$ cat src/rtl/bp_be_pkg.sv
// rtl/bp_be_pkg.sv - shared backend types for the next-PC director
package bp_be_pkg;

    typedef enum logic [1:0] {
        e_run  = 2'd0,
        e_cmd  = 2'd1,
        e_wait = 2'd2
    } bp_be_director_state_e;

    localparam int mispredict_cnt_width_gp = 16;

    // Branch packet is {v, branch, btaken, npc}
    function automatic int bp_be_branch_pkt_width(input int vaddr_width);
        return vaddr_width + 3;
    endfunction

endpackage

$ cat src/rtl/bp_be_npc_director.sv
// rtl/bp_be_npc_director.sv - tracks expected next PC, poisons wrong-path issue, redirects frontend
module bp_be_npc_director
    import bp_be_pkg::*;
#(
    parameter int                     vaddr_width_p = 39,
    parameter logic [vaddr_width_p-1:0] boot_pc_p   = 39'h00_8000_0000,
    parameter logic [15:0]            cnt_max_p     = 16'hFFFF,
    localparam int                    branch_pkt_width_lp = bp_be_branch_pkt_width(vaddr_width_p)
) (
    input  logic                           clk_i,
    input  logic                           reset_n_i,

    input  logic [branch_pkt_width_lp-1:0] br_pkt_i,

    input  logic                           isd_v_i,
    input  logic [vaddr_width_p-1:0]       isd_pc_i,

    input  logic                           redirect_v_i,
    input  logic [vaddr_width_p-1:0]       redirect_pc_i,

    input  logic                           fe_cmd_ready_i,
    output logic                           fe_cmd_v_o,
    output logic [vaddr_width_p-1:0]       fe_cmd_pc_o,

    output logic                           poison_isd_o,
    output logic [vaddr_width_p-1:0]       npc_o,
    output logic [15:0]                    mispredict_cnt_o
);

    typedef struct packed {
        logic                     v;
        logic                     branch;
        logic                     btaken;
        logic [vaddr_width_p-1:0] npc;
    } bp_be_branch_pkt_s;

    bp_be_branch_pkt_s     br_pkt;
    bp_be_director_state_e state_q;
    logic [vaddr_width_p-1:0] npc_q;
    logic [vaddr_width_p-1:0] expected_pc;
    logic                  fe_cmd_v_q;
    logic [15:0]           cnt_q;
    logic [15:0]           cnt_d;
    logic                  mispredict;
    logic                  unused_br_info;

    assign br_pkt         = br_pkt_i;
    assign unused_br_info = br_pkt.branch ^ br_pkt.btaken;

    // A branch resolving this cycle is already the truth for the instruction at issue
    assign expected_pc = (state_q == e_run && br_pkt.v) ? br_pkt.npc : npc_q;

    assign mispredict = (state_q == e_run) && isd_v_i && !redirect_v_i
                        && (isd_pc_i != expected_pc);

    assign cnt_d = (cnt_q == cnt_max_p) ? cnt_q : cnt_q + 16'd1;

    always_comb begin
        poison_isd_o = 1'b0;
        if (redirect_v_i) begin
            poison_isd_o = isd_v_i;
        end else begin
            unique case (state_q)
                e_run:   poison_isd_o = isd_v_i && (isd_pc_i != expected_pc);
                e_cmd:   poison_isd_o = isd_v_i;
                e_wait:  poison_isd_o = isd_v_i && (isd_pc_i != npc_q);
                default: poison_isd_o = isd_v_i;
            endcase
        end
    end

    always_ff @(posedge clk_i or negedge reset_n_i) begin
        if (!reset_n_i) begin
            state_q    <= e_run;
            npc_q      <= boot_pc_p;
            fe_cmd_v_q <= 1'b0;
            cnt_q      <= 16'd0;
        end else if (redirect_v_i) begin
            // Traps win everywhere, including over a command being accepted this cycle
            state_q    <= e_cmd;
            npc_q      <= redirect_pc_i;
            fe_cmd_v_q <= 1'b1;
        end else begin
            unique case (state_q)
                e_run: begin
                    if (br_pkt.v || mispredict) begin
                        npc_q <= expected_pc;
                    end
                    if (mispredict) begin
                        state_q    <= e_cmd;
                        fe_cmd_v_q <= 1'b1;
                        cnt_q      <= cnt_d;
                    end
                end
                e_cmd: begin
                    if (fe_cmd_ready_i) begin
                        state_q    <= e_wait;
                        fe_cmd_v_q <= 1'b0;
                    end
                end
                e_wait: begin
                    if (isd_v_i && isd_pc_i == npc_q) begin
                        state_q <= e_run;
                    end
                end
                default: begin
                    state_q    <= e_run;
                    fe_cmd_v_q <= 1'b0;
                end
            endcase
        end
    end

    assign fe_cmd_v_o       = fe_cmd_v_q;
    assign fe_cmd_pc_o      = npc_q;
    assign npc_o            = npc_q;
    assign mispredict_cnt_o = cnt_q;

    br_pkt_outside_run_a: assert property (
        @(posedge clk_i) disable iff (!reset_n_i) !(br_pkt.v && state_q != e_run)
    );

endmodule
$ cat config.mk
export PLATFORM = sky130hd
export DESIGN_NAME = bp_be_npc_director
export DESIGN_NICKNAME = d
export VERILOG_FILES = /design/src/rtl/bp_be_pkg.sv /design/src/rtl/bp_be_npc_director.sv
export SDC_FILE = /design/constraint.sdc
export NUM_CORES = 1
export LEC_CHECK = 0
export ABC_AREA = 1
export CORE_UTILIZATION = 39
export CTS_CLUSTER_SIZE = 8
export DETAILED_ROUTE_END_ITERATION = 12
export PLACE_DENSITY_LB_ADDON = 0.15
export SYNTH_ARGS = -nofsm -noshare
export SYNTH_HDL_FRONTEND = slang
export SYNTH_SLANG_ARGS = --single-unit
export TNS_END_PERCENT = 20
$ cat constraint.sdc
create_clock -name clk_i -period 5.4 [get_ports clk_i]
set_input_delay 1.08 -clock clk_i [delete_from_list [all_inputs] [get_ports clk_i]]
set_output_delay 1.08 -clock clk_i [all_outputs]
set_load 0.01 [all_outputs]
==> results_dict.tcl <==
set metrics [dict create \
    status "finished clean" \
    grt.met1_usage_pct 30.59 \
    antenna_left 0 \
    cts_hold_buf 0 \
    hold_viol 0 \
    root_buffer "clkbuf_16" \
    cts_buffers 9 \
    totalWireLength_um 15480 \
    syn_nets 856 \
    initial_core_util_pct 39.93 \
    crit_slowest_cell "nand2_4" \
    synth_flop_cell "dfrtp_1" \
    skew_ps 4.801 \
    ioPinCount 221 \
    grt_pass1_vias 5118 \
    hpwl_um 11450 \
    dr.pass1.iters 5 \
    fp.dieW_um 112.9 \
    nets 1026 \
    relSlewSlack_pct 39.58 \
    drv_slew 0 \
    power.density_nw_per_um2 255.4 \
    drc 0 \
    p_leak_nw 3.348 \
    grtUsageTotal_pct 24.76 \
    area.growth.synth_to_final_pct 46.88 \
    place_area_um2 6750 \
    post-place-cells 1036 \
    worstPathRequired_ps 4320 \
    cts_tree "yes" \
    ff_latch_area_um2 1453 \
    met3_usage_pct 4.713 \
    busiest_layer "met2" \
    tightest_slew_ps 906.3 \
    grt_overflow 0 \
    async_flop_share_pct 100.0 \
    cts_buffer_depth 2 \
    fin_crit_ps 4529 \
    r2r_slack_ps 2600 \
    synth_cell_type_count 31 \
    finalNonFillerCells 1051 \
    gp_congestion 0.8338 \
    core_area_um2 12010 \
    max-cap-violations 0 \
    die_area_um2 12740 \
    max_stage_delay_ps 510 \
    final_layout_size_suffix_gt1_share_pct 3.429 \
    vias_per_cell 4.998 \
    synth-edff-count 0 \
    setup_viol 0 \
    final.fill_count 1159 \
    yosysSeqAreaShare_pct 30.29 \
    numPortBuffers 218 \
    syn-cell-area_um2 4796 \
    crit_chain "buf_2 > nand2_4 > nand2_1 > o211ai_1 > nand2_1 > nor2_1 > nand2_1 > nor2_1 > nand3_2 > o31a_1 > clkdlybuf4s50_1" \
    cp_max_fo 60 \
    grt_pass1_wl_um 24630 \
    htreeDepth 3 \
    die_y_um 112.9 \
    arrival_ps 3450 \
    antenna_cells 0 \
    post-cts-setup-buffers 0 \
    ys_warn_count 0 \
    drt_iter0_markers 307 \
    syn_inst 730 \
    ys_seq_elements 58 \
    clkLatencyLatePin_ps 330 \
    criticalPathCategory "in -> out" \
    cts_resized 0 \
    wl_per_cell_um 14.73 \
    setup.worst_path.end_class "output pin" \
    finalCritPeriodShare_pct 83.87 \
    tns_ps 0 \
    multi_input_area_um2 2549 \
    rsz0062_at_grt "no" \
    grt_max_degree 61 \
    hp-class "reg -> reg" \
    cpMostUsedCell "nand2_1" \
    grt_antenna_before_repair 0 \
    grtUsageMet2_pct 43.54 \
    postSynthAreaPerCell_um2 6.570 \
    clk_pin_slew_ps 50 \
    std_cell_rows 40 \
    clock-sinks 58 \
    worstSetupStartpointType "input pin" \
    fmax_mhz 220.8 \
    max-vdd-ir-drop_uv 210.4 \
    finalInstanceArea_um2 7044 \
    vias 5253 \
]
-- report_power, final --
part | switching, mW | internal, mW
clock | 0.207 | 0.365
sequential | 0.0731 | 0.492
combinational | 0.315 | 0.346
total | 0.596 | 1.20
-- cell usage in the layout (no fill, tap or decap), types with 7 or more instances in the layout --
cell             netlist  layout
nor2_1                39      39
nand2_1              238     238
o21ai_1                7       7
clkdlybuf4s50_1        0     215
inv_1                 94      94
nand3b_1              29      29
nand3_1               70      70
xnor2_1               16      16
nor4_1                 8       8
dfrtp_1               57      57
xor2_1                27      27
a31oi_1               16      16
clkbuf_16              0       9
o21ai_0               31      31
-- final cells by class --
type | instances | area share [%]
multi-input combinational | 512 | 36.18
sequential | 58 | 20.62
tap | 147 | 2.611
clock inverter | 5 | 0.7815
timing repair buffer | 223 | 31.30
inverter | 96 | 5.115
clock buffer | 10 | 3.393
-- state kept, by name, indices dropped and copies added, names as in the netlist --
register / count
fe_cmd_pc_o: 39
fe_cmd_v_o: 1
mispredict_cnt_o: 16
state_q: 2
-- per-layer routing --
metal	wire [µm]	up-vias
li1	-	2622
met1	6643	2410
met2	7614	199
met3	953	22
met4	269	0
met5	0	-
-- synthesized netlist by cell type (11+ instances only) --
| library cell | instances | area (µm²) |
|---|---|---|
| nand2_1 | 238 | 893.4 |
| clkbuf_1 | 11 | 41.29 |
| xor2_1 | 27 | 236.5 |
| o21ai_0 | 31 | 155.2 |
| a31oi_1 | 16 | 100.1 |
| buf_4 | 46 | 345.3 |
| nor2_1 | 39 | 146.4 |
| xnor2_1 | 16 | 140.1 |
| dfrtp_1 | 57 | 1426 |
| inv_1 | 94 | 352.8 |
| nand3b_1 | 29 | 217.7 |
| nand3_1 | 70 | 350.3 |
-- final timing paths --
kind / from / endpoint / cells past startpoint
max reg2reg: state_q[0] / mispredict_cnt_o[10] / 15
min reg2reg: fe_cmd_v_o / fe_cmd_v_o / 2
max in group asynchronous: reset_n_i / fe_cmd_pc_o[0] / 2
min in group asynchronous: reset_n_i / fe_cmd_pc_o[37] / 2
min: fe_cmd_v_o / fe_cmd_v_o / 2
max: br_pkt_i[41] / poison_isd_o / 11
-- critical path: cells and delay by family --
kind	cells	cell delay (ps)
buf+inv	2	620
simple gates	7	1300
compound gates	2	420
-- through the flow --
stage	hold slack, ps	util (%)	power (mW)	setup slack [ps]
2_1_floorplan	504.5	-	0.9224	1880
4_1_cts	510.4	58.65	1.812	850.4
5_1_grt	552.3	58.65	1.909	578.5
3_5_place_dp	487.3	56.20	1.233	856.1
3_3_place_gp	497.0	56.20	1.217	883.2
6_report	511.6	58.65	1.799	870.8
-- kinds of logic after synthesis --
kind of cell / synth area share, %
AND/OR/NAND/NOR: 36.86
buffers and inverters: 16.57
AO/OA/AOI/OAI: 8.166
flip-flops: 30.29
XOR/XNOR: 7.853
adder cells (fa/ha/maj): 0.2609
(Power assumes the default switching activity.)
